===== src/rtl/uart_apb_cmd_master.sv =====
// uart_apb_cmd_master
// Turns byte-framed commands from a UART receive stream into single APB
// transfers and returns one response byte per frame on a transmit stream.
//   Write frame : 'W', addr, data  -> 'K' on success
//   Read frame  : 'R', addr        -> PRDATA on success
//   Slave error or unknown command -> 'E'
// A frame that stalls between bytes for TIMEOUT cycles is abandoned silently.

module uart_apb_cmd_master #(
   parameter int ADDR_W  = 5,
   parameter int TIMEOUT = 1000
) (
   input  logic              PCLK,
   input  logic              PRESETN,
   input  logic [7:0]        RX_DATA,
   input  logic              RX_VALID,
   output logic [7:0]        TX_DATA,
   output logic              TX_VALID,
   input  logic              TX_READY,
   output logic [ADDR_W-1:0] PADDR,
   output logic              PSEL,
   output logic              PENABLE,
   output logic              PWRITE,
   output logic [7:0]        PWDATA,
   input  logic [7:0]        PRDATA,
   input  logic              PREADY,
   input  logic              PSLVERR,
   output logic              RX_DROP,
   output logic              BUSY
);

   localparam logic [7:0] CMD_WRITE = 8'h57;
   localparam logic [7:0] CMD_READ  = 8'h52;
   localparam logic [7:0] RSP_OK    = 8'h4B;
   localparam logic [7:0] RSP_ERR   = 8'h45;

   // Counter only has to reach TIMEOUT-1, so log2(TIMEOUT) bits suffice.
   localparam int              CNT_W    = $clog2(TIMEOUT);
   localparam logic [CNT_W-1:0] CNT_LAST = CNT_W'(TIMEOUT - 1);

   typedef enum logic [2:0] {
      ST_IDLE,
      ST_GET_ADDR,
      ST_GET_DATA,
      ST_SETUP,
      ST_ACCESS,
      ST_RESP
   } state_t;

   state_t              state_reg;
   logic [CNT_W-1:0]    timer_reg;
   logic                dir_write_reg;
   logic [7:0]          tx_data_reg;
   logic                tx_valid_reg;
   logic [ADDR_W-1:0]   paddr_reg;
   logic                psel_reg;
   logic                penable_reg;
   logic                pwrite_reg;
   logic [7:0]          pwdata_reg;
   logic [ADDR_W-1:0]   addr_field;

   // Address taken from the low bits of the address byte; zero-padded
   // when the bus is wider than a byte.
   genvar gi;
   generate
      for (gi = 0; gi < ADDR_W; gi++) begin : g_addr
         if (gi < 8) begin : g_bit
            assign addr_field[gi] = RX_DATA[gi];
         end else begin : g_pad
            assign addr_field[gi] = 1'b0;
         end
      end
   endgenerate

   // Frame parser, APB sequencer and response holder with registered outputs.
   always_ff @(posedge PCLK or negedge PRESETN) begin
      if (!PRESETN) begin
         state_reg     <= ST_IDLE;
         timer_reg     <= '0;
         dir_write_reg <= 1'b0;
         tx_data_reg   <= 8'h00;
         tx_valid_reg  <= 1'b0;
         paddr_reg     <= '0;
         psel_reg      <= 1'b0;
         penable_reg   <= 1'b0;
         pwrite_reg    <= 1'b0;
         pwdata_reg    <= 8'h00;
      end else begin
         case (state_reg)
            ST_IDLE: begin
               if (RX_VALID) begin
                  timer_reg <= '0;
                  if (RX_DATA == CMD_WRITE || RX_DATA == CMD_READ) begin
                     dir_write_reg <= (RX_DATA == CMD_WRITE);
                     state_reg     <= ST_GET_ADDR;
                  end else begin
                     tx_data_reg  <= RSP_ERR;
                     tx_valid_reg <= 1'b1;
                     state_reg    <= ST_RESP;
                  end
               end
            end

            ST_GET_ADDR: begin
               // An arriving byte wins over an expiring timer.
               if (RX_VALID) begin
                  timer_reg <= '0;
                  paddr_reg <= addr_field;
                  if (dir_write_reg) begin
                     state_reg <= ST_GET_DATA;
                  end else begin
                     pwrite_reg <= 1'b0;
                     psel_reg   <= 1'b1;
                     state_reg  <= ST_SETUP;
                  end
               end else if (timer_reg == CNT_LAST) begin
                  timer_reg <= '0;
                  state_reg <= ST_IDLE;
               end else begin
                  timer_reg <= timer_reg + 1'b1;
               end
            end

            ST_GET_DATA: begin
               if (RX_VALID) begin
                  timer_reg  <= '0;
                  pwdata_reg <= RX_DATA;
                  pwrite_reg <= 1'b1;
                  psel_reg   <= 1'b1;
                  state_reg  <= ST_SETUP;
               end else if (timer_reg == CNT_LAST) begin
                  timer_reg <= '0;
                  state_reg <= ST_IDLE;
               end else begin
                  timer_reg <= timer_reg + 1'b1;
               end
            end

            ST_SETUP: begin
               penable_reg <= 1'b1;
               state_reg   <= ST_ACCESS;
            end

            ST_ACCESS: begin
               if (PREADY) begin
                  psel_reg     <= 1'b0;
                  penable_reg  <= 1'b0;
                  tx_valid_reg <= 1'b1;
                  if (PSLVERR) begin
                     tx_data_reg <= RSP_ERR;
                  end else if (pwrite_reg) begin
                     tx_data_reg <= RSP_OK;
                  end else begin
                     tx_data_reg <= PRDATA;
                  end
                  state_reg <= ST_RESP;
               end
            end

            ST_RESP: begin
               if (TX_READY) begin
                  tx_valid_reg <= 1'b0;
                  state_reg    <= ST_IDLE;
               end
            end

            default: begin
               psel_reg     <= 1'b0;
               penable_reg  <= 1'b0;
               tx_valid_reg <= 1'b0;
               state_reg    <= ST_IDLE;
            end
         endcase
      end
   end

   assign TX_DATA  = tx_data_reg;
   assign TX_VALID = tx_valid_reg;
   assign PADDR    = paddr_reg;
   assign PSEL     = psel_reg;
   assign PENABLE  = penable_reg;
   assign PWRITE   = pwrite_reg;
   assign PWDATA   = pwdata_reg;

   // Bytes arriving while a transfer or response is in flight are lost;
   // flag them in the same cycle so the host side can notice.
   assign RX_DROP = RX_VALID && (state_reg == ST_SETUP  ||
                                 state_reg == ST_ACCESS ||
                                 state_reg == ST_RESP);
   assign BUSY    = (state_reg != ST_IDLE);

endmodule


===== config.mk =====
export PLATFORM = sky130hd
export DESIGN_NAME = uart_apb_cmd_master
export DESIGN_NICKNAME = d
export VERILOG_FILES = /design/src/rtl/uart_apb_cmd_master.sv
export SDC_FILE = /design/constraint.sdc
export NUM_CORES = 1
export LEC_CHECK = 0
export CORE_UTILIZATION = 30
export DETAILED_ROUTE_END_ITERATION = 8
export PLACE_DENSITY_LB_ADDON = 0.08
export RECOVER_POWER = 100
export SLEW_MARGIN = 0
export SYNTH_ARGS = -nofsm -noshare
export SYNTH_HDL_FRONTEND = slang
export SYNTH_SLANG_ARGS = --single-unit
export TNS_END_PERCENT = 5

===== constraint.sdc =====
create_clock -name PCLK -period 3.8 [get_ports PCLK]
set_input_delay 0.38 -clock PCLK [delete_from_list [all_inputs] [get_ports PCLK]]
set_output_delay 0.38 -clock PCLK [all_outputs]
set_load 0.02 [all_outputs]

# [Word-level counts from Yosys, hierarchy flattened]
# Index checks and enable logic that the tools add are counted.
[classes] add_sub_neg=1 eq_ne=15 mux=33 bitwise_logic=3 reduce_logical=23
[op_table] cell="two-way mux 8 bit" n=5
[op_table] cell="two-way mux 10 bit" n=3
[op_table] cell="two-way mux 3 bit" n=7
[op_table] cell="one-hot mux 10 bit (2 select lines)" n=1
[op_table] cell="one-hot mux 3 bit (6 select lines)" n=1
[op_table] cell="equality test 8 x 7 -> 1 bit, second input constant" n=2
[op_table] cell="one-hot mux 8 bit (2 select lines)" n=1
[op_table] cell="inequality test 2 bit, second input constant" n=7
[op_table] cell="two-way mux 1 bit" n=11
[op_table] cell="adder 10 x 1 -> 10 bit, second input constant" n=1
[op_table] cell="equality test 10 bit, second input constant" n=1
[op_table] cell="AND reduction 5 bit" n=2
[op_table] cell="one-hot mux 1 bit (4 select lines)" n=2
[op_table] cell="AND reduction 2 bit" n=4
[op_table] cell="AND reduction 4 bit" n=2
[op_table] cell="equality test 3 x 2 -> 1 bit, second input constant" n=2
[op_table] cell="equality test 3 bit, second input constant" n=2
[op_table] cell="AND reduction 3 bit" n=2
[op_table] cell="nonzero test 2 bit" n=3
[op_table] cell="OR reduction 3 bit" n=2
[op_table] cell="OR reduction 4 bit" n=1
[op_table] cell="equality test 3 x 1 -> 1 bit, second input constant" n=1
[op_table] cell="zero test 3 bit" n=1
[op_table] cell="logical OR 1 bit" n=3
[op_table] cell="6 further kinds" n=8
[word_totals] regBits=39 inputBits=22 output_inout_bits=27 wordCells=85

# [Logic depth before layout (Yosys ltp)]
# Gate-level depths: netlist of run 1.
[depth] word_depth=5 ltp_mapped=6 depth_no_buf=5

# [Least setup slack after synthesis of run 1]
# OpenSTA, ideal clock, no wires.
[synth_timing] path_type="register to register" start="register timer_reg[0]" end="register timer_reg[5]" setup_ns=0.128 arrival_time_ns=1.492 t_required_ns=3.672 setup_slack_ns=2.179 stages_incl_launch_ff=7 n_path_buf=1 synth_period_minus_slack_ns=1.621 path_cell_list="dfrtp_1 -> ha_1 -> nand4b_4 -> or3_1 -> buf_6 -> o32ai_4 -> nor2_1"
[synth_between] elab_chain_cells=4 word_cells_on_any_way=5 cone_classes="add/sub: 1; eq/ne: 1; mux: 3"
[synth_rtl] element="start: declaration" line="51" source="logic [CNT_W-1:0] timer_reg;"
[synth_rtl] element="start signal: assignment" line="120" source="timer_reg <= timer_reg + 1'b1;"
[synth_rtl] element="start signal: assignment" line="135" source="timer_reg <= timer_reg + 1'b1;"
[synth_rtl] element="adder 10 x 1 -> 10 bit / equality test 10 bit (equally long branches)"
[synth_rtl] element="two-way mux 10 bit *" line="116, 131"
[synth_rtl] element="two-way mux 10 bit *" line="125" source="if (RX_VALID) begin"
[synth_rtl] element="one-hot mux 10 bit (2 select lines) *" line="89" source="case (state_reg)"
# Mark *: on every way between the ends. The rest lies on a longest branch, timed or not.
# A chain may end at the register's enable or synchronous reset.

# [Final worst setup path of run 1]
[layout_timing] start="register state_reg[1]" end="output RX_DROP"
[layout_between] elab_chain_cells=4 word_cells_on_any_way=6 cone_classes="eq/ne: 3; reduce/logical: 3"
[layout_rtl] element="start: declaration" line="50" source="state_t state_reg;"
[layout_rtl] element="start signal: assignment" line="78" source="state_reg <= ST_IDLE;"
[layout_rtl] element="start signal: assignment" line="95" source="state_reg <= ST_GET_ADDR;"
[layout_rtl] element="start signal: assignment" line="99" source="state_reg <= ST_RESP;"
[layout_rtl] element="equality test 3 x 2 -> 1 bit / equality test 3 bit (equally long branches)" line="187, 188"
[layout_rtl] element="logical OR 1 bit" line="187" source="assign RX_DROP = RX_VALID && (state_reg == ST_SETUP ||"
[layout_rtl] element="logical OR 1 bit *" line="188" source="state_reg == ST_ACCESS ||"
[layout_rtl] element="logical AND 1 bit *" line="187"
[layout_rtl] element="end: declaration" line="28" source="output logic RX_DROP,"
# Marks and branches as above.

==> summary.txt, run 1 <==
CLOCK TREE
------------------------------------------------------------------------------------------------------
Source-to-sink clock delay at the later pin of the worst-skew pair ......................      0.30 ns
Sinks on the clock net ..................................................................           39
Htree depth .............................................................................            2
Clock transition at the register clock pins on the worst setup and hold paths after CTS .      0.09 ns
CTS Hold Buffers Added ..................................................................            0
Num CTS Buffers .........................................................................            5
Root Driver ............................................................................. sky130_fd_sc_hd__clkbuf_8
TritonCTS clock tree ....................................................................         done
Post-CTS repair timing setup buffer count ...............................................            0
Post-cts resize count ...................................................................            0
Max clock buf depth .....................................................................            2

TIMING
------------------------------------------------------------------------------------------------------
Rel. slew slack .........................................................................       -44.3%
Worst Setup Slack, final ................................................................      1.10 ns
Final Slew Violations ...................................................................           40
Max Clk Rate ............................................................................      370 MHz
Final Hold Violating Endpoints ..........................................................            0
Setup-violating endpoint count in the final report ......................................            0
Post-Route Skew .........................................................................   0.00834 ns
Crit share post-route ...................................................................        71.1%
Final min period ........................................................................      2.70 ns
Setup TNS ...............................................................................         0 ns
Unrepaired setup endpoints after global routing .........................................           no
Slew of the pin with the lowest slew margin .............................................      2.16 ns

SYNTH
------------------------------------------------------------------------------------------------------
Unique masters post-synth ...............................................................           53
Yosys reg bits ..........................................................................           39
Mean instance size in the synthesized netlist ...........................................     10.7 um2
Sequential element share of the synthesized area ........................................        46.1%
Flip-flop cell with the highest count after synthesis ................................... sky130_fd_sc_hd__dfrtp_1
Mapped Nets .............................................................................          221
Async set or reset register ratio after synthesis .......................................         100%
Netlist area before placement ...........................................................     2120 um2
Number of standard cells after synthesis ................................................          198
EDFF count, synth .......................................................................            0
Syn. warnings ...........................................................................            0

GLOBAL ROUTING
------------------------------------------------------------------------------------------------------
Global-route wire length before repair ..................................................      7.96 mm
Vias in the first global route ..........................................................         1581
Gr ovfl total ...........................................................................            0
Total global routing track utilization ..................................................        13.8%
Antenna violations before repair ........................................................            0
Maximum number of pins on one net before global-route repair ............................           40

DRT
------------------------------------------------------------------------------------------------------
Average detailed-routed wire length per instance ........................................      13.7 um
Violation count after the first detailed-routing iteration ..............................          103
Routed wl met3 ..........................................................................       334 um
Via count ...............................................................................         1612
Average via count per standard cell .....................................................         4.76
Met1 wire length ........................................................................      2.22 mm
Total iterations of the first detailed-routing run ......................................            4
Highest metal layer with signal wires ...................................................         met4
Detailed-route DRC error count ..........................................................            0
Met2 routed wirelength ..................................................................      2.00 mm
Remaining antenna violation count .......................................................            0
Total Routed Length .....................................................................      4.63 mm

LAYOUT
------------------------------------------------------------------------------------------------------
Final non-filler cell total .............................................................          339
Max reg flops ...........................................................................           10
Area growth syn-to-layout ...............................................................        24.9%
Total Nets Final ........................................................................          265
Count of filler cells inserted in the layout ............................................          685
Share of layout cells above drive strength 1 ............................................        11.5%
Ant. Diodes .............................................................................            0

POWER
------------------------------------------------------------------------------------------------------
P_leak ..................................................................................   0.00109 uW
PD cells ................................................................................   693 nW/um2
Maximum vdd drop ........................................................................     0.370 mV

OUTCOME
------------------------------------------------------------------------------------------------------
Failing checks .......................................................................... max-capacitance violations, max-slew violations
Outcome ................................................................................. complete, but fails checks

PLACEMENT
------------------------------------------------------------------------------------------------------
Placed cell count .......................................................................          331
DPL Wire Length .........................................................................      3.23 mm
Routability congestion estimate from global placement ...................................        0.705
IO Port Bufs ............................................................................           48
Worst slack, placed .....................................................................      1.35 ns

WORST SETUP PATH
------------------------------------------------------------------------------------------------------
Category of the critical setup timing path .............................................. flop to output port
Setup crit end kind .....................................................................  output port
Biggest fanout along the worst timing path ..............................................           17
Arrival time at the worst endpoint ......................................................      2.32 ns
Required arrival time at the worst endpoint .............................................      3.42 ns
Nature of the critical path startpoint ..................................................         flop

FLOORPLANNING
------------------------------------------------------------------------------------------------------
Vertical die dimension ..................................................................      86.0 um
Initial standard-cell utilization of the core ...........................................        31.2%
I/O pin count ...........................................................................           49
Floorplan die area ......................................................................     7400 um2
Core Box Area ...........................................................................     6790 um2
Number of placement rows ................................................................           30
Die W ...................................................................................      86.0 um

RUN
------------------------------------------------------------------------------------------------------
Number of maximum-capacitance violations ................................................            1

MIN PATH
------------------------------------------------------------------------------------------------------
Hold WC Path Type ....................................................................... flop to flop

==> area by class of cell <==
| cell class | instances | area, um2 | area share (%) |
|---|---|---|---|
| Sequential cell | 39 | 976 | 36.9 |
| Multi-Input combinational cell | 133 | 928 | 35.1 |
| Timing Repair Buffer | 48 | 474 | 17.9 |
| Tap cell | 96 | 120 | 4.54 |
| Clock buffer | 5 | 68.8 | 2.60 |
| Inverter | 15 | 56.3 | 2.13 |
| Clock inverter | 3 | 20.0 | 0.757 |
==> worst max-delay path, cell delays in order, from the launching register on <==
cell                            delay (ns)
sky130_fd_sc_hd__dfrtp_1              0.69
sky130_fd_sc_hd__inv_1                0.23
sky130_fd_sc_hd__nor2_1               0.18
sky130_fd_sc_hd__nand2_1              0.07
sky130_fd_sc_hd__a21oi_1              0.16
sky130_fd_sc_hd__dlygate4sd3_1        0.69
==> power by group <==
part           total, uW  switching [uW]  leakage [uW]  internal (uW)
sequential           703             152      0.000489            551
combinational        839             450      0.000565            388
clock                289             162     0.0000402            128
==> path summary, 6_finish.rpt <==
| kind | depth (start not counted) | endpoint | startpoint | slack [ns] |
|---|---|---|---|---|
| max | 5 | RX_DROP | state_reg[1] | 1.10 |
| min | 1 | TX_DATA[6] | TX_DATA[6] | 0.49 |
| max reg2reg | 3 | PWDATA[3] | state_reg[2] | 1.40 |
| min reg2reg | 1 | TX_DATA[6] | TX_DATA[6] | 0.49 |
| max in group asynchronous | 1 | PWRITE | PRESETN | 1.86 |
| min in group asynchronous | 1 | TX_DATA[5] | PRESETN | 0.71 |
==> metrics by stage <==
step	utilization (%)	hold WS, ns	cell area, um2	power [uW]
2_1_floorplan	-	0.0844	2120	1320
4_1_cts	40.1	0.252	2720	1960
5_1_grt	38.9	0.512	2640	1970
6_report	38.9	0.489	2640	1830
3_3_place_gp	38.8	0.492	2640	1670
3_5_place_dp	38.8	0.494	2640	1660
==> metal layers <==
| layer | up-vias | GRT usage [%] |
|---|---|---|
| met5 | - | 0 |
| met4 | 0 | 5.00 |
| met3 | 5 | 3.56 |
| met2 | 60 | 20.7 |
| met1 | 750 | 19.2 |
| li1 | 797 | - |
==> logic make-up (layout without fill, tap and decap cells) <==
group / after synthesis / after routing / synth area share (%)
AO/OA/AOI/OAI: 40 / 40 / 14.8
buffers and inverters: 26 / 71 / 6.32
flip-flops: 39 / 39 / 46.1
AND/OR/NAND/NOR: 65 / 65 / 18.3
multiplexers: 21 / 21 / 11.4
XOR/XNOR: 6 / 6 / 2.48
adder cells (fa/ha/maj): 1 / 1 / 0.591
==> layout by cell type (no fill, tap or decap), types with 2 or more instances in the layout <==
| cell | Yosys | final |
|---|---|---|
| sky130_fd_sc_hd__a21oi_1 | 9 | 9 |
| sky130_fd_sc_hd__a31oi_1 | 1 | 2 |
| sky130_fd_sc_hd__clkbuf_8 | 0 | 5 |
| sky130_fd_sc_hd__clkdlybuf4s50_1 | 0 | 18 |
| sky130_fd_sc_hd__clkinvlp_4 | 0 | 2 |
| sky130_fd_sc_hd__dfrtp_1 | 39 | 39 |
| sky130_fd_sc_hd__dlygate4sd3_1 | 0 | 29 |
| sky130_fd_sc_hd__inv_1 | 15 | 15 |
| sky130_fd_sc_hd__mux2_1 | 0 | 3 |
| sky130_fd_sc_hd__mux2_2 | 13 | 13 |
| sky130_fd_sc_hd__mux2i_1 | 5 | 5 |
| sky130_fd_sc_hd__nand2_1 | 14 | 14 |
| sky130_fd_sc_hd__nand2b_1 | 7 | 7 |
| sky130_fd_sc_hd__nand3_1 | 6 | 6 |
| sky130_fd_sc_hd__nand4_1 | 2 | 2 |
| sky130_fd_sc_hd__nor2_1 | 13 | 14 |
| sky130_fd_sc_hd__nor2b_1 | 2 | 2 |
| sky130_fd_sc_hd__nor3_1 | 3 | 5 |
| sky130_fd_sc_hd__nor4_1 | 6 | 6 |
| sky130_fd_sc_hd__o211ai_1 | 2 | 2 |
| sky130_fd_sc_hd__o21ai_0 | 8 | 9 |
| sky130_fd_sc_hd__o22ai_1 | 3 | 3 |
| sky130_fd_sc_hd__xnor2_1 | 6 | 6 |
==> synth_stat cells, drive strengths merged (2+ instances only) <==
cell type  count  share of area [%]
a21oi          9                2.1
a31oi          2                1.3
buf            9                3.3
clkbuf         2               0.35
dfrtp         39                 46
inv           15                2.7
mux2          16                9.0
mux2i          5                2.4
nand2         14                2.5
nand2b         7                2.1
nand3          6                1.4
nand4          3                1.2
nor2          14                2.6
nor2b          2               0.59
nor3           6                2.4
nor4           6                1.8
o211ai         2               0.71
o21ai         10                2.9
o22ai          3               0.89
xnor2          6                2.5
(Power assumes the default switching activity.)
==> run 2, diff against run 1 <==
==> constraint.sdc (replaced) <==
create_clock -name PCLK -period 2.3 [get_ports PCLK]
set_input_delay 0.23 -clock PCLK [delete_from_list [all_inputs] [get_ports PCLK]]
set_output_delay 0.23 -clock PCLK [all_outputs]
set_load 0.02 [all_outputs]
==> summary.txt, run 2 (synthesis gave the netlist of run 1 again) <==
PLACEMENT
------------------------------------------------------------------------------------------------------
Routability congestion estimate from global placement ...................................        0.763   was 0.705
DPL Wire Length .........................................................................      3.40 mm   was 3.23 mm
IO Port Bufs ............................................................................           48   unchanged

WORST SETUP PATH
------------------------------------------------------------------------------------------------------
Largest delay share family, worst path .................................................. buffers and inverters   unchanged
Biggest fanout along the worst timing path ..............................................           17   unchanged
Slowest cell on crit path ............................................................... sky130_fd_sc_hd__clkdlybuf4s50_1   was sky130_fd_sc_hd__dfrtp_1
Critical Path, Cell by Cell ............................................................. buf_4 -> inv_1 -> nor2_1 -> nand2_1 -> a21oi_1 -> clkdlybuf4s50_1   was inv_1 -> nor2_1 -> nand2_1 -> a21oi_1 -> dlygate4sd3_1
Setup crit end kind .....................................................................  output port   unchanged
Worst reg2reg setup slack ...............................................................      0.30 ns   was 1.40 ns
Reg2Reg Capture Point ...................................................................     PADDR[3]   was PWDATA[3]
Category of the critical setup timing path .............................................. flop to output port   unchanged
Worst R2R Start ......................................................................... state_reg[0]   was state_reg[2]
Required arrival time at the worst endpoint .............................................      2.07 ns   was 3.42 ns
Crit path largest cell delay ............................................................      0.63 ns   was 0.69 ns
Number of buffers and inverters on the critical path ....................................            3   was 2
Arrival time at the worst endpoint ......................................................      1.88 ns   was 2.32 ns
Nature of the critical path startpoint ..................................................         flop   unchanged
Number of cells on the worst reg-to-reg path ............................................            4   was 3

TIMING
------------------------------------------------------------------------------------------------------
Slew of the pin with the lowest slew margin .............................................      1.43 ns   was 2.16 ns
Setup-violating endpoint count in the final report ......................................            0   unchanged
Post-Route Skew .........................................................................   0.00608 ns   was 0.00834 ns
Final Slew Violations ...................................................................            0   was 40
Max Clk Rate ............................................................................      475 MHz
Final min period ........................................................................      2.11 ns
Final worst hold slack ..................................................................     0.487 ns   was 0.489 ns
Rel. slew slack .........................................................................        4.71%   was -44.3%
Setup TNS ...............................................................................         0 ns   unchanged
Unrepaired setup endpoints after global routing .........................................           no   unchanged
Crit share post-route ...................................................................        91.5%
Final Hold Violating Endpoints ..........................................................            0   unchanged

LAYOUT
------------------------------------------------------------------------------------------------------
Max reg flops ...........................................................................           10   unchanged
Total Nets Final ........................................................................          274   was 265
Commonest cells after routing, fill and taps aside ...................................... sky130_fd_sc_hd__dfrtp_1, sky130_fd_sc_hd__dlygate4sd3_1, sky130_fd_sc_hd__clkdlybuf4s50_1   unchanged
Area growth syn-to-layout ...............................................................        30.6%   was 24.9%
Ant. Diodes .............................................................................            0   unchanged
Most common library cell in the layout ignoring fill and taps ........................... sky130_fd_sc_hd__dfrtp_1   unchanged
Share of layout cells above drive strength 1 ............................................        13.9%   was 11.5%

MIN PATH
------------------------------------------------------------------------------------------------------
Number of cells traversed by the worst hold path ........................................            1   unchanged
Startpoint of the lowest-slack hold path ................................................   TX_DATA[6]   unchanged
Hold WC Path Type ....................................................................... flop to flop   unchanged
Sink of the worst hold path .............................................................   TX_DATA[6]   unchanged

POWER
------------------------------------------------------------------------------------------------------
P_leak ..................................................................................   0.00116 uW   was 0.00109 uW
Power after layout ......................................................................      3250 uW   was 1830 uW
Maximum vdd drop ........................................................................     0.454 mV   was 0.370 mV
PD cells ................................................................................  1180 nW/um2   was 693 nW/um2

FLOORPLANNING
------------------------------------------------------------------------------------------------------
Number of placement rows ................................................................           30   unchanged
Core Box Area ...........................................................................     6790 um2   unchanged
I/O pin count ...........................................................................           49   unchanged
Floorplan die area ......................................................................     7400 um2   unchanged
Die W ...................................................................................      86.0 um   unchanged
Vertical die dimension ..................................................................      86.0 um   unchanged
Initial standard-cell utilization of the core ...........................................        31.2%   unchanged

DRT
------------------------------------------------------------------------------------------------------
Total Routed Length .....................................................................      4.70 mm   was 4.63 mm
Violation count after the first detailed-routing iteration ..............................          108   was 103
Average detailed-routed wire length per instance ........................................      13.5 um   was 13.7 um
Remaining antenna violation count .......................................................            0   unchanged
Detailed-route DRC error count ..........................................................            0   unchanged
Total iterations of the first detailed-routing run ......................................            4   unchanged
Average via count per standard cell .....................................................         4.72   was 4.76
Via count ...............................................................................         1642   was 1612

CLOCK TREE
------------------------------------------------------------------------------------------------------
Sinks on the clock net ..................................................................           39   unchanged
Source-to-sink clock delay at the later pin of the worst-skew pair ......................      0.29 ns   was 0.30 ns
Clock transition at the register clock pins on the worst setup and hold paths after CTS .      0.08 ns   was 0.09 ns
Max clock buf depth .....................................................................            2   unchanged
Num CTS Buffers .........................................................................            5   unchanged
Post-cts resize count ...................................................................            0   unchanged
Htree depth .............................................................................            2   unchanged
TritonCTS clock tree ....................................................................         done   unchanged
Root Driver ............................................................................. sky130_fd_sc_hd__clkbuf_8   unchanged

GLOBAL ROUTING
------------------------------------------------------------------------------------------------------
Vias in the first global route ..........................................................         1606   was 1581
Global-route wire length before repair ..................................................      8.14 mm   was 7.96 mm
Total global routing track utilization ..................................................        13.9%   was 13.8%
Gr ovfl total ...........................................................................            0   unchanged
Antenna violations before repair ........................................................            0   unchanged
Maximum number of pins on one net before global-route repair ............................           27   was 40

RUN
------------------------------------------------------------------------------------------------------
Number of maximum-capacitance violations ................................................            0   was 1

OUTCOME
------------------------------------------------------------------------------------------------------
Outcome ................................................................................. finished clean   was complete, but fails checks

-- run 2: area by class of cell --
class | instances | area [um2]
inverter | 15 | 56.3
timing repair buffer | 57 | 526
sequential | 39 | 976
multi-input combinational | 133 | 968
tap | 96 | 120
clock buffer | 6 | 82.6
clock inverter | 2 | 35.0
fill | 677 | 4030
-- run 2: timing repair --
| action | in CTS | in global routing |
|---|---|---|
| endpoints found under the hold margin | 24 | 0 |
| buffers inserted | 0 | 0 |
| hold buffers | 1 | 0 |
| endpoints found under the setup margin | 0 | 0 |
-- run 2: how the worst max path moves through the flow --
stage / from / endpoint / slack, ns / cells after the start
floorplan: timer_reg[0] / timer_reg[5] / 0.68 / 6
global placement: RX_VALID / PWDATA[1] / 0.25 / 4
detailed placement: RX_VALID / PWDATA[1] / 0.20 / 4
CTS: state_reg[1] / RX_DROP / 0.18 / 6
global route: state_reg[1] / RX_DROP / 0.04 / 6
finish: state_reg[1] / RX_DROP / 0.19 / 6
-- run 2: routing by layer --
layer  global-route usage [%]  up-vias  routed length, um
li1                         -      810                  -
met1                     19.4      779               2300
met2                     21.5       47               2090
met3                     3.85        6                262
met4                     3.18        0                 44
met5                        0        -                  0
-- run 2: metrics by stage --
step           cells  util, %  instance area [um2]  setup slack, ns
2_1_floorplan    198        -                 2120            0.679
3_3_place_gp     339     39.7                 2700            0.248
3_5_place_dp     339     39.7                 2700            0.201
4_1_cts          348     41.5                 2820            0.183
5_1_grt          348     40.7                 2760           0.0392
6_report         348     40.7                 2760            0.195
-- run 2: worst reg2reg max path: cells and delay by family, from the launching register on --
kind	cells	cell delay, ns
mux	1	0.38
buf+inv	1	0.46
simple gates	2	0.54
flops	1	0.52
-- run 2: where the power goes --
group / switching [uW] / internal [uW] / total (uW)
combinational: 889 / 693 / 1580
sequential: 154 / 912 / 1070
clock: 252 / 351 / 603
==> run 3, diff against run 2 <==
--- a/config.mk
+++ b/config.mk
@@ -5,11 +5,11 @@
 export SDC_FILE = /design/constraint.sdc
 export NUM_CORES = 1
 export LEC_CHECK = 0
+export CORE_ASPECT_RATIO = 0.6
 export CORE_UTILIZATION = 30
 export DETAILED_ROUTE_END_ITERATION = 8
 export PLACE_DENSITY_LB_ADDON = 0.08
 export RECOVER_POWER = 100
-export SLEW_MARGIN = 0
 export SYNTH_ARGS = -nofsm -noshare
 export SYNTH_HDL_FRONTEND = slang
 export SYNTH_SLANG_ARGS = --single-unit
==> constraint.sdc (replaced) <==
create_clock -name PCLK -period 2.3 [get_ports PCLK]
set_input_delay 0.46 -clock PCLK [delete_from_list [all_inputs] [get_ports PCLK]]
set_output_delay 0.46 -clock PCLK [all_outputs]
set_load 0.02 [all_outputs]
==> summary.txt, run 3 (synthesis gave the netlist of run 1 again) <==
LAYOUT
------------------------------------------------------------------------------------------------------
Max reg flops ...........................................................................           10   unchanged
Final non-filler cell total .............................................................          345   was 348
Share of layout cells above drive strength 1 ............................................        15.5%   was 13.9%
Most common library cell in the layout ignoring fill and taps ........................... sky130_fd_sc_hd__dfrtp_1   unchanged
Area growth syn-to-layout ...............................................................        34.0%   was 30.6%
Ant. Diodes .............................................................................            0   unchanged
Commonest cells after routing, fill and taps aside ...................................... sky130_fd_sc_hd__dfrtp_1, sky130_fd_sc_hd__dlygate4sd3_1, sky130_fd_sc_hd__clkdlybuf4s50_1   unchanged
Total Nets Final ........................................................................          281   was 274
Count of filler cells inserted in the layout ............................................          678   was 677

CLOCK TREE
------------------------------------------------------------------------------------------------------
TritonCTS clock tree ....................................................................         done   unchanged
Max clock buf depth .....................................................................            2   unchanged
Clock transition at the register clock pins on the worst setup and hold paths after CTS .      0.06 ns   was 0.08 ns
Htree depth .............................................................................            2   unchanged
Num CTS Buffers .........................................................................            5   unchanged
CTS Hold Buffers Added ..................................................................            0   was 1
Source-to-sink clock delay at the later pin of the worst-skew pair ......................      0.28 ns   was 0.29 ns
Root Driver ............................................................................. sky130_fd_sc_hd__clkbuf_16   was sky130_fd_sc_hd__clkbuf_8
Sinks on the clock net ..................................................................           39   unchanged
Post-CTS repair timing setup buffer count ...............................................            0   unchanged

FLOORPLANNING
------------------------------------------------------------------------------------------------------
Initial standard-cell utilization of the core ...........................................        31.4%   was 31.2%
Die W ...................................................................................       110 um   was 86.0 um
Floorplan die area ......................................................................     7410 um2   was 7400 um2
Vertical die dimension ..................................................................      67.1 um   was 86.0 um
Number of placement rows ................................................................           23   was 30
I/O pin count ...........................................................................           49   unchanged
Core Box Area ...........................................................................     6730 um2   was 6790 um2

PLACEMENT
------------------------------------------------------------------------------------------------------
Placed cell count .......................................................................          338   was 339
DPL Wire Length .........................................................................      3.76 mm   was 3.40 mm
Routability congestion estimate from global placement ...................................        0.777   was 0.763
IO Port Bufs ............................................................................           48   unchanged

POWER
------------------------------------------------------------------------------------------------------
Maximum vdd drop ........................................................................     0.505 mV   was 0.454 mV
P_leak ..................................................................................   0.00120 uW   was 0.00116 uW
Power after layout ......................................................................      3480 uW   was 3250 uW
PD cells ................................................................................  1230 nW/um2   was 1180 nW/um2

TIMING
------------------------------------------------------------------------------------------------------
Rel. slew slack .........................................................................        12.5%   was 4.71%
Max Clk Rate ............................................................................      500 MHz   was 475 MHz
Setup-violating endpoint count in the final report ......................................            0   unchanged
Final worst hold slack ..................................................................     0.453 ns   was 0.487 ns
Slew of the pin with the lowest slew margin .............................................      1.31 ns   was 1.43 ns
Setup TNS ...............................................................................         0 ns   unchanged
Crit share post-route ...................................................................        87.0%   was 91.5%
Post-Route Skew .........................................................................   0.00663 ns   was 0.00608 ns
Final Hold Violating Endpoints ..........................................................            0   unchanged
Final Slew Violations ...................................................................            0   unchanged
Unrepaired setup endpoints after global routing .........................................           no   unchanged
Final min period ........................................................................      2.00 ns   was 2.11 ns

WORST SETUP PATH
------------------------------------------------------------------------------------------------------
Setup crit end kind .....................................................................  output port   unchanged
Reg2Reg Capture Point ...................................................................     PADDR[0]   was PADDR[3]
Slowest cell on crit path ............................................................... sky130_fd_sc_hd__dfrtp_1   was sky130_fd_sc_hd__clkdlybuf4s50_1
Category of the critical setup timing path .............................................. flop to output port   unchanged
Critical Path Sink ......................................................................         BUSY   was RX_DROP
Arrival time at the worst endpoint ......................................................      1.54 ns   was 1.88 ns
Worst R2R Start ......................................................................... state_reg[2]   was state_reg[0]
CP Depth ................................................................................            4   was 6
Largest delay share family, worst path .................................................. buffers and inverters   unchanged
Biggest fanout along the worst timing path ..............................................           15   was 17
Nature of the critical path startpoint ..................................................         flop   unchanged
Launching element of the worst setup path ............................................... state_reg[2]   was state_reg[1]
Critical Path, Cell by Cell ............................................................. clkbuf_2 -> inv_1 -> nand2_1 -> dlymetal6s2s_1   was buf_4 -> inv_1 -> nor2_1 -> nand2_1 -> a21oi_1 -> clkdlybuf4s50_1
Required arrival time at the worst endpoint .............................................      1.84 ns   was 2.07 ns
Worst reg2reg setup slack ...............................................................      0.31 ns   was 0.30 ns
Number of buffers and inverters on the critical path ....................................            3   unchanged
Crit path largest cell delay ............................................................      0.43 ns   was 0.63 ns
Number of cells on the worst reg-to-reg path ............................................            4   unchanged

GLOBAL ROUTING
------------------------------------------------------------------------------------------------------
Vias in the first global route ..........................................................         1546   was 1606
Total global routing track utilization ..................................................        15.2%   was 13.9%
Antenna violations before repair ........................................................            0   unchanged
Maximum number of pins on one net before global-route repair ............................           26   was 27
Gr ovfl total ...........................................................................            0   unchanged
Global-route wire length before repair ..................................................      8.47 mm   was 8.14 mm

DRT
------------------------------------------------------------------------------------------------------
Total Routed Length .....................................................................      5.02 mm   was 4.70 mm
Violation count after the first detailed-routing iteration ..............................          133   was 108
Via count ...............................................................................         1652   was 1642
Average detailed-routed wire length per instance ........................................      14.6 um   was 13.5 um
Total iterations of the first detailed-routing run ......................................            4   unchanged
Remaining antenna violation count .......................................................            0   unchanged
Detailed-route DRC error count ..........................................................            0   unchanged
Average via count per standard cell .....................................................         4.79   was 4.72

MIN PATH
------------------------------------------------------------------------------------------------------
Hold WC Path Type ....................................................................... input port to asynchronous set/reset pin   was flop to flop

RUN
------------------------------------------------------------------------------------------------------
Number of maximum-capacitance violations ................................................            0   unchanged

OUTCOME
------------------------------------------------------------------------------------------------------
Outcome ................................................................................. finished clean   unchanged

[run 3: cell types whose count changed in the layout (fill, tap and decap cells not counted), sizes merged]
cell           previous run  this run
clkinvlp                  0         1
clkinv                    1         0
dlymetal6s2s              0         1
buf                       3        11
clkdlybuf4s50            21        18
[run 3: repair_timing]
item,CTS,global route
resized for setup,0,2
setup endpoints to repair,0,2
hold endpoints to repair,0,0
[run 3: how the worst min path moves through the flow]
stage          slack (ns)     start         to  cells after the start
6_report             0.45   PRESETN  PWDATA[4]                      1
5_1_grt              0.52  PADDR[1]   PADDR[1]                      1
4_1_cts              0.18   PRESETN  PWDATA[4]                      1
3_5_place_dp         0.49   PRESETN  PWDATA[4]                      1
3_3_place_gp         0.49   PRESETN  PWDATA[4]                      1
2_1_floorplan        0.16   PRESETN   PADDR[0]                      0
[run 3: power by group]
| part | internal [uW] | total, uW | switching [uW] |
|---|---|---|---|
| clock network | 505 | 770 | 265 |
| logic | 729 | 1640 | 911 |
| registers | 915 | 1070 | 158 |
[run 3: final cells by class]
| type | count | area (um2) | share of cell area [%] |
|---|---|---|---|
| Clock buffer | 5 | 125 | 4.41 |
| Inverter | 15 | 56.3 | 1.99 |
| Tap cell | 87 | 109 | 3.84 |
| Multi-Input combinational cell | 133 | 947 | 33.4 |
| Sequential cell | 39 | 976 | 34.4 |
| Clock inverter | 2 | 37.5 | 1.32 |
| Timing Repair Buffer | 64 | 586 | 20.6 |
[run 3: through the flow]
step,area (um2),util [%],setup WS (ns)
after floorplan,2120,-,0.624
after global placement,2760,40.9,0.0349
after detailed placement,2760,40.9,0.0260
after CTS,2920,43.3,0.0260
after global routing,2840,42.1,0.172
final,2840,42.1,0.300
[run 3: metal layers]
| metal | global-route usage, % | share of wire [%] |
|---|---|---|
| met3 | 4.09 | 4.4 |
| met1 | 24.7 | 59 |
| met4 | 5.50 | 1.1 |
| met5 | 0 | 0 |
| met2 | 17.3 | 36 |
